--- src/rtl/frame_ram_scanner_pkg.sv ---
// Shared definitions for the frame RAM scanner and its ILA/VIO glue:
// scan mode codes and the FSM state encoding.
package frame_ram_scanner_pkg;

  localparam logic [1:0] SCAN_SINGLE = 2'd0;
  localparam logic [1:0] SCAN_CONT   = 2'd1;
  localparam logic [1:0] SCAN_WINDOW = 2'd2;

  typedef enum logic [2:0] {
    ST_IDLE  = 3'd0,
    ST_ARM   = 3'd1,
    ST_SCAN  = 3'd2,
    ST_DRAIN = 3'd3,
    ST_DONE  = 3'd4
  } scan_state_t;

  // The reserved mode code behaves as a single-frame scan.
  function automatic logic [1:0] norm_mode(input logic [1:0] m);
    return (m == SCAN_CONT || m == SCAN_WINDOW) ? m : SCAN_SINGLE;
  endfunction

endpackage

--- src/rtl/frame_ram_scanner_scan_valid_delay.sv ---
// Shift register that delays the {valid, last, addr} tag of each issued read so it
// lines up with the registered RAM data. Synchronous clear flushes every stage.
module scan_valid_delay #(
  parameter int LAT = 2,
  parameter int NB  = 12
) (
  input  logic          clk,
  input  logic          clr,
  input  logic [NB-1:0] d,
  output logic [NB-1:0] q,
  output logic          q_next_valid
);

  logic [NB-1:0] stage [LAT];

  always_ff @(posedge clk) begin
    if (clr) begin
      for (int i = 0; i < LAT; i++) stage[i] <= '0;
    end else begin
      stage[0] <= d;
      for (int i = 1; i < LAT; i++) stage[i] <= stage[i-1];
    end
  end

  assign q = stage[LAT-1];

  // Valid bit about to enter the output stage: the top uses it to capture RAM data.
  generate
    if (LAT == 1) begin : g_lat1
      assign q_next_valid = d[NB-1];
    end else begin : g_latn
      assign q_next_valid = stage[LAT-2][NB-1];
    end
  endgenerate

endmodule

--- src/rtl/frame_ram_scanner.sv ---
// Frame RAM debug scanner: owns the RAM debug port, streams address-tagged samples
// (single / continuous / window scans) and latches per-frame threshold statistics.
module frame_ram_scanner
  import frame_ram_scanner_pkg::*;
#(
  parameter int COLS    = 24,
  parameter int ROWS    = 24,
  parameter int NB_DATA = 12,
  parameter int RD_LAT  = 2,
  parameter int NB_ADDR = $clog2(COLS*ROWS)
) (
  input  logic               clk,
  input  logic               rst,
  input  logic               i_start,
  input  logic               i_abort,
  input  logic [1:0]         i_mode,
  input  logic [NB_ADDR-1:0] i_win_start,
  input  logic [NB_ADDR-1:0] i_win_end,
  input  logic [NB_DATA-1:0] i_umbral,
  input  logic [NB_DATA-1:0] i_ram_data,
  output logic               o_ram_dbg,
  output logic [NB_ADDR-1:0] o_ram_addr,
  output logic [NB_DATA-1:0] o_data,
  output logic [NB_ADDR-1:0] o_data_addr,
  output logic               o_data_valid,
  output logic               o_frame_last,
  output logic               o_busy,
  output logic               o_done,
  output logic               o_err,
  output logic [NB_ADDR:0]   o_cnt_above,
  output logic [NB_DATA-1:0] o_max
);

  localparam int unsigned        N_PIX     = COLS * ROWS;
  localparam logic [NB_ADDR:0]   N_W       = (NB_ADDR+1)'(N_PIX);
  localparam logic [NB_ADDR-1:0] LAST_ADDR = NB_ADDR'(N_PIX - 1);
  localparam int                 NB_LAT    = $clog2(RD_LAT + 1);

  scan_state_t        state, state_next;
  logic [1:0]         mode_q;
  logic [NB_ADDR-1:0] first_q, last_q, addr_q;
  logic [NB_DATA-1:0] umbral_q, acc_max;
  logic [NB_ADDR:0]   acc_cnt;
  logic [NB_LAT-1:0]  drain_cnt;
  logic               err_done_q;
  logic               start_req, start_win, win_ok, start_ok, start_bad;
  logic               abort_run, issue, clr, dly_next_valid;
  logic [NB_ADDR+1:0] dly_d, dly_q;

  assign start_win = (norm_mode(i_mode) == SCAN_WINDOW);
  assign win_ok    = !start_win ||
                     ((i_win_start <= i_win_end) && ({1'b0, i_win_end} < N_W));
  assign start_req = (state == ST_IDLE) && i_start && !i_abort;
  assign start_ok  = start_req && win_ok;
  assign start_bad = start_req && !win_ok;
  assign abort_run = i_abort && (state == ST_ARM || state == ST_SCAN || state == ST_DRAIN);
  assign clr       = rst || abort_run;

  always_ff @(posedge clk) begin
    if (rst) state <= ST_IDLE;
    else     state <= state_next;
  end

  always_comb begin
    state_next = state;
    case (state)
      ST_IDLE:  if (start_ok) state_next = ST_ARM;
      ST_ARM:   state_next = i_abort ? ST_IDLE : ST_SCAN;
      ST_SCAN:  if (i_abort) state_next = ST_IDLE;
                else if (addr_q == last_q) state_next = ST_DRAIN;
      ST_DRAIN: if (i_abort) state_next = ST_IDLE;
                else if (drain_cnt == NB_LAT'(RD_LAT - 1)) state_next = ST_DONE;
      ST_DONE:  state_next = (mode_q == SCAN_CONT && !i_abort) ? ST_ARM : ST_IDLE;
      default:  state_next = ST_IDLE;
    endcase
  end

  always_comb begin
    o_busy    = (state != ST_IDLE);
    o_ram_dbg = (state != ST_IDLE);
    o_done    = (state == ST_DONE) || err_done_q;
    issue     = (state == ST_SCAN);
  end

  assign o_ram_addr = addr_q;

  // No backpressure: o_data_valid qualifies o_data/o_data_addr/o_frame_last for
  // exactly one cycle and the consumer must take every sample.
  assign dly_d = issue ? {1'b1, (addr_q == last_q), addr_q} : '0;

  scan_valid_delay #(.LAT(RD_LAT), .NB(NB_ADDR+2)) u_delay (
    .clk          (clk),
    .clr          (clr),
    .d            (dly_d),
    .q            (dly_q),
    .q_next_valid (dly_next_valid)
  );

  assign o_data_valid = dly_q[NB_ADDR+1];
  assign o_frame_last = dly_q[NB_ADDR];
  assign o_data_addr  = dly_q[NB_ADDR-1:0];

  always_ff @(posedge clk) begin
    if (rst) begin
      mode_q      <= SCAN_SINGLE;
      first_q     <= '0;
      last_q      <= '0;
      addr_q      <= '0;
      umbral_q    <= '0;
      acc_cnt     <= '0;
      acc_max     <= '0;
      drain_cnt   <= '0;
      err_done_q  <= 1'b0;
      o_err       <= 1'b0;
      o_cnt_above <= '0;
      o_max       <= '0;
      o_data      <= '0;
    end else begin
      err_done_q <= start_bad;
      if (start_bad)     o_err <= 1'b1;
      else if (start_ok) o_err <= 1'b0;

      if (start_ok) begin
        mode_q   <= norm_mode(i_mode);
        umbral_q <= i_umbral;
        first_q  <= start_win ? i_win_start : '0;
        last_q   <= start_win ? i_win_end   : LAST_ADDR;
        addr_q   <= start_win ? i_win_start : '0;
      end else if (state == ST_DONE && state_next == ST_ARM) begin
        addr_q <= first_q;
      end else if (issue && addr_q != last_q) begin
        addr_q <= addr_q + 1'b1;
      end

      drain_cnt <= (state == ST_DRAIN) ? drain_cnt + 1'b1 : '0;

      if (state == ST_ARM) begin
        acc_cnt <= '0;
        acc_max <= '0;
      end else if (o_data_valid) begin
        if (o_data > umbral_q && acc_cnt < N_W) acc_cnt <= acc_cnt + 1'b1;
        if (o_data > acc_max) acc_max <= o_data;
      end

      if (state == ST_DONE) begin
        o_cnt_above <= acc_cnt;
        o_max       <= acc_max;
      end

      o_data <= (!abort_run && dly_next_valid) ? i_ram_data : '0;
    end
  end

endmodule

--- config.mk ---
export PLATFORM = sky130hd
export DESIGN_NAME = frame_ram_scanner
export DESIGN_NICKNAME = d
export VERILOG_FILES = /design/src/rtl/frame_ram_scanner_pkg.sv /design/src/rtl/frame_ram_scanner_scan_valid_delay.sv /design/src/rtl/frame_ram_scanner.sv
export SDC_FILE = /design/constraint.sdc
export NUM_CORES = 1
export LEC_CHECK = 0
export CELL_PAD_IN_SITES_DETAIL_PLACEMENT = 0
export CELL_PAD_IN_SITES_GLOBAL_PLACEMENT = 1
export CORE_MARGIN = 2
export CORE_UTILIZATION = 40
export DETAILED_ROUTE_END_ITERATION = 16
export GPL_ROUTABILITY_DRIVEN = 1
export HOLD_SLACK_MARGIN = 0.15
export PLACE_DENSITY_LB_ADDON = 0.1
export SETUP_SLACK_MARGIN = 0.4
export SYNTH_ARGS = -nofsm -noshare
export SYNTH_HDL_FRONTEND = slang
export SYNTH_SLANG_ARGS = --single-unit
--- constraint.sdc ---
create_clock -name clk -period 6.33 [get_ports clk]
set_clock_uncertainty 0.1 [all_clocks]
set_input_delay 0.9495 -clock clk [delete_from_list [all_inputs] [get_ports clk]]
set_output_delay 0.9495 -clock clk [all_outputs]
set_load 0.005 [all_outputs]
# Word-level counts from Yosys, hierarchy flattened
# Memories as Yosys holds them, arrays and structs flattened.
# Index checks and enable logic that the tools add are counted.
# word_totals
mem_bits_rw	24
regBits	109
memories	1
wordCells	91
out_inout_bits	61
inputBits	50
# op_classes
add_sub_neg	3
magnitude_cmp	5
n_mux	22
eq_ne	12
n_reduce_logical	30
bitwise	4
# mem_list
memory	words	word_bits	rd	rd_ports_with_merged_regs	wr	line_no	rtl
u_delay.stage	2	12	2	0	2	frame_ram_scanner_scan_valid_delay.sv:14	logic [NB-1:0] stage [LAT];
# op_table
operator	n
$mux W10	5
$mux W12	3
$gt A12 B12 Y1	2
$mux W3	5
$pmux W3 S5	1
$add A11 B1 Y11 const B	1
$logic_and A1 B1 Y1	11
$lt A11 B10 Y1 const B	1
$add A10 B1 Y10 const B	1
$eq A10 B10 Y1	1
$le A10 B10 Y1	1
$lt A10 B10 Y1 const B	1
$ne A10 B10 Y1	1
$eq A2 B1 Y1 const B	3
$eq A3 B1 Y1 const B	2
$eq A3 B2 Y1 const B	2
$logic_or A1 B1 Y1	6
$mux W1	6
$reduce_bool A3 Y1	2
$reduce_or A2 Y1	3
$eq A2 B2 Y1 const B	2
$logic_not A1 Y1	4
$mux W2	2
$reduce_and A2 Y1	2
6 further kinds	8

# Longest topological paths before layout
# depth
ltp_word	13
depth_mapped	10
ltp_nobuf	8

# Modules after synthesis
# A second synthesis with hierarchy kept.
# hier_totals
hier_cells	801
hier_area_um2	6774.0
# modules_own_cells
mod	area_per_inst_um2	instances	seq_area_each_um2	cells_per_inst
frame_ram_scanner	5990.7	1	2182.1	739
scan_valid_delay	783.3	1	480.5	62

# Worst setup path before layout
# No wires, ideal clock.
# synth_timing
path_type	input-to-reg
start	input i_win_end[5]
end	register mode_q[0]
setup_time_ns	0.128
n_path_buf	2
required_time_ns	6.102
path_stages	10
setup_slack_ns	3.420
arrival_ns	2.683
path_cell_list	inv_1 -> ha_1 -> a21oi_1 -> o21ai_0 -> a2111oi_0 -> o21ai_1 -> buf_2 -> buf_2 -> a32oi_1 -> nor2_1
# synth_via
elab_chain_cells	4
elab_cells_between_ends	5
cone_classes	order compare: 2; reduce/logical: 3
# synth_rtl
element	line_no	rtl
start: declaration	frame_ram_scanner.sv:18	input logic [NB_ADDR-1:0] i_win_end,
$le A10 B10 Y1 or $lt A10 B10 Y1 (tied branches)	frame_ram_scanner.sv:52	((i_win_start <= i_win_end) && ({1'b0, i_win_end} < N_W));
$logic_and A1 B1 Y1 *	frame_ram_scanner.sv:52	
$logic_or A1 B1 Y1 *	frame_ram_scanner.sv:51	assign win_ok = !start_win ||
$logic_and A1 B1 Y1 *	frame_ram_scanner.sv:54	assign start_ok = start_req && win_ok;
end signal: assignment	frame_ram_scanner.sv:124	mode_q <= norm_mode(i_mode);
end: declaration	frame_ram_scanner.sv:40	logic [1:0] mode_q;
# Mark *: on every way between the ends. The rest lies on a longest branch, timed or not.
# A chain may end at the register's enable or synchronous reset.

# Worst setup path in the final report
# layout_timing
start	input i_win_end[5]
end	register last_q[5]
# layout_via
elab_chain_cells	4
elab_cells_between_ends	6
cone_classes	order compare: 2; mux: 1; reduce/logical: 3
# layout_rtl
element	line_no	rtl
$le A10 B10 Y1 or $lt A10 B10 Y1 (tied branches)	frame_ram_scanner.sv:52	
$logic_and A1 B1 Y1	frame_ram_scanner.sv:52	
$logic_or A1 B1 Y1	frame_ram_scanner.sv:51	
$logic_and A1 B1 Y1	frame_ram_scanner.sv:54	
end signal: assignment	frame_ram_scanner.sv:127	last_q <= start_win ? i_win_end : LAST_ADDR;
end: declaration	frame_ram_scanner.sv:41	logic [NB_ADDR-1:0] first_q, last_q, addr_q;
# Parallel ways exist; a longest one is shown, timed or not.

==> results.yml <==
global_routing:
  globalRouteOverflowTotal: 0
  number_of_global_route_vias_before_repair: 5094
  grt_max_degree: 54
  groute.usage.overall_pct: 20.0
  grt_pass1_wl_um: 26400
  initial_antenna_violation_count: 0
hold_path:
  holdCritStartpoint: "drain_cnt[0]"
  hold_path.class: "flip-flop to flip-flop"
  worstHoldEndpoint: "drain_cnt[0]"
  hold_depth: 1
layout:
  ff_latch_area_mm2: 0.00266
  area_of_the_multi_input_gates_mm2: 0.00323
  area_growth_pct: 27.1
  finalNetCount: 922
  diodes: 0
  fraction_of_layout_instances_using_a_drive_strength_above_1_pct: 7.32
  final.fill_count: 1517
worst_setup_path:
  crit_path_end_kind: "flip-flop"
  combined_buffer_and_inverter_count_along_the_critical_path: 2
  worstSetupPathType: "input port to flip-flop"
  crit_path_cell_chain: "clkdlybuf4s50_1 -> inv_1 -> ha_1 -> a21oi_1 -> o21ai_0 -> a2111oi_0 -> o21a_1 -> nor2_1 -> a311oi_2"
  timing.reg2reg.setup_slack_ps: 3190
  critical_path.startpoint: "i_win_end[5]"
  critical_path_required_ps: 6550
  cpPeakStageDelay_ps: 1060
  critical_path_arrival_ps: 4220
  cp_max_fo: 34
  worstReg2RegEnd: "o_ram_addr[5]"
  crit_slowest_cell: "o21a_1"
  crit_family: "compound AO/OA/AOI/OAI gates"
  crit-reg2reg-launch: "state[0]"
  rr_worst_depth: 5
  worst_setup_path_start_kind: "input port"
detailed_routing:
  route.antenna.remaining_nets: 0
  detail_route.wl_per_cell_um: 15.2
  routed-via-count: 5393
  drt-initial-drc-count: 447
  via_per_inst: 5.07
  drtPass1Iterations: 5
  wire_length_after_detailed_routing_um: 16200
  detail_route.drc_violations: 0
cts:
  post_cts.repair.setup_buffers: 0
  clock-root-buffer: "clkbuf_16"
  numCtsBuffers: 17
  cts.sink_count: 133
  cts.reportedPaths.clkPinSlew_ps: 60
  tritoncts_clock_tree: "done"
  postCtsHoldBufs: 0
  cts_resized: 0
  cts_buffer_depth: 2
  htree_num_levels: 4
  clk_latency_ps: 420
pwr:
  power_leakage_nw: 3.10
  combinationalPowerShare_pct: 9.5
  power_density_over_the_cells_mw_per_mm2: 249
  share_clk_of_total_power_pct: 47.1
  internal_power_mw: 1.53
  power.share.switching_pct: 23.5
  vdd_drop_max_mv: 0.199
  share_seq_of_total_power_pct: 43.4
  total_switching_power_mw: 0.470
synthesis:
  netlist-cell-type-count: 58
  synth_seq_cells: 133
  synth.avg_cell_area_um2: 8.43
  synth_cells: 752
  postSynth.topFlopCell: "dfxtp_1"
  yosys.area.top_type_share_pct: 42.0
  netlist_top_cells_count: "133 x dfxtp_1, 120 x nand2_1, 80 x a21oi_1, 49 x inv_1, 41 x nor2_1"
  netlist.top_cell.by_area: "dfxtp_1"
  synth_sequential_area_ratio_pct: 42.0
  synth_most_common_cell: "dfxtp_1"
  edff_count_synth: 0
  post_syn_nets: 839
  post_synth_main_area_contributors: "dfxtp_1 42%, ha_1 7.3%, nand2_1 7.1%"
  synth-warning-count: 0
  ys_async_sr_fraction_pct: 0
  post_synth_instance_area_mm2: 0.00634
floorplanning:
  floorplan.initialDensity_pct: 40.5
  die_height_um: 130
  floorplan.core_area_mm2: 0.0157
  row_count: 46
  die_w_um: 130
  die_area_mm2: 0.0169
  io_pins: 111
timing:
  post-route-min-period_ps: 4000
  final-max-slew-violation-count: 0
  hold_viol_final: 0
  worst_slew_margin_rel_pct: 18.2
  max_freq_mhz: 250
  fin_setup_tns_ps: 0
  finalCritPeriodShare_pct: 63.2
  tightestPinTransition_ps: 1230
  fin_hold_ws_ps: 318
  finalSetupViolCount: 0
  grt_setup_unrepaired: "false"
  worst_slack_ps: 2330
place:
  place.port_buffers: 110
  place_ws_ps: 1920
  place.gp.congestion: 0.891
  detailedPlacementHpwl_um: 11900
run_status:
  result_of_the_run: "finished, final reports clean"
run:
  maxCapViolations: 0
-- power groups by stage --
stage                     registers [mW]  logic [mW]  clock network [mW]
after global routing               0.872       0.211                1.00
after detailed placement           0.888       0.190                   0
after floorplan                    0.884       0.112                   0
final                              0.870       0.191               0.943
after global placement             0.888       0.186                   0
after CTS                          0.870       0.191               0.967
-- cells by family after synthesis --
kind of cell / after synthesis / share of synthesized area [%]
AOI/OAI and AO/OA: 151 / 15.9
DFF: 133 / 42.0
adders and majority gates: 37 / 7.31
buffers and inverters: 101 / 7.05
and+or+nand+nor: 304 / 23.9
xor gates and xnor gates: 17 / 2.35
muxes: 9 / 1.42
-- stage by stage --
step | area (um2) | instances | total power [mW] | util [%]
after global routing | 8060 | 1063 | 2.08 | 51.5
after CTS | 8060 | 1063 | 2.03 | 51.5
final | 8060 | 1063 | 2.00 | 51.5
after detailed placement | 7490 | 1032 | 1.08 | 47.8
after floorplan | 6340 | 752 | 0.996 | -
after global placement | 7490 | 1032 | 1.07 | 47.8
-- worst max path at each step --
| stage | end | slack [ps] | cells past startpoint |
|---|---|---|---|
| after CTS | last_q[9] | 2360 | 9 |
| after detailed placement | last_q[9] | 1920 | 9 |
| after floorplan | mode_q[0] | 3420 | 10 |
| after global placement | last_q[5] | 2090 | 9 |
| final | last_q[5] | 2330 | 9 |
| after global routing | state[0] | 2090 | 9 |
-- registers in the layout (all words and copies together), names as in the netlist --
name / flops
u_delay.stage: 24
o_ram_addr: 10
o_data: 12
o_max: 12
umbral_q: 12
drain_cnt: 2
mode_q: 2
o_err: 1
acc_max: 12
first_q: 10
o_cnt_above: 11
err_done_q: 1
acc_cnt: 11
state: 3
last_q: 10
-- cell usage in the layout (no fill, tap or decap), types with 17 or more instances in the layout --
master,Yosys,layout
a21oi_1,80,80
nand2_1,120,120
inv_1,49,49
nand3_1,24,24
dfxtp_1,133,133
clkbuf_16,0,17
clkdlybuf4s50_1,0,109
and3_1,28,28
nor2_1,41,41
nand4_1,18,18
ha_1,37,37
-- metal layers --
metal	vias to the layer above	global-route usage [%]	share of wire, %
met5	-	0	0
met4	0	6.39	0.60
met3	5	4.92	4.1
met2	113	30.2	46
met1	2494	28.2	49
li1	2781	-	-
-- final cells by class --
type / count / area share [%]
multi-input cells: 518 / 40.1
flip-flops and latches: 133 / 33.1
repair buffers: 116 / 14.2
clock buffers: 21 / 5.72
well taps: 216 / 3.36
inverters: 49 / 2.28
clock inverters: 10 / 1.32
No activity file was read; power rests on OpenSTA's default activity.
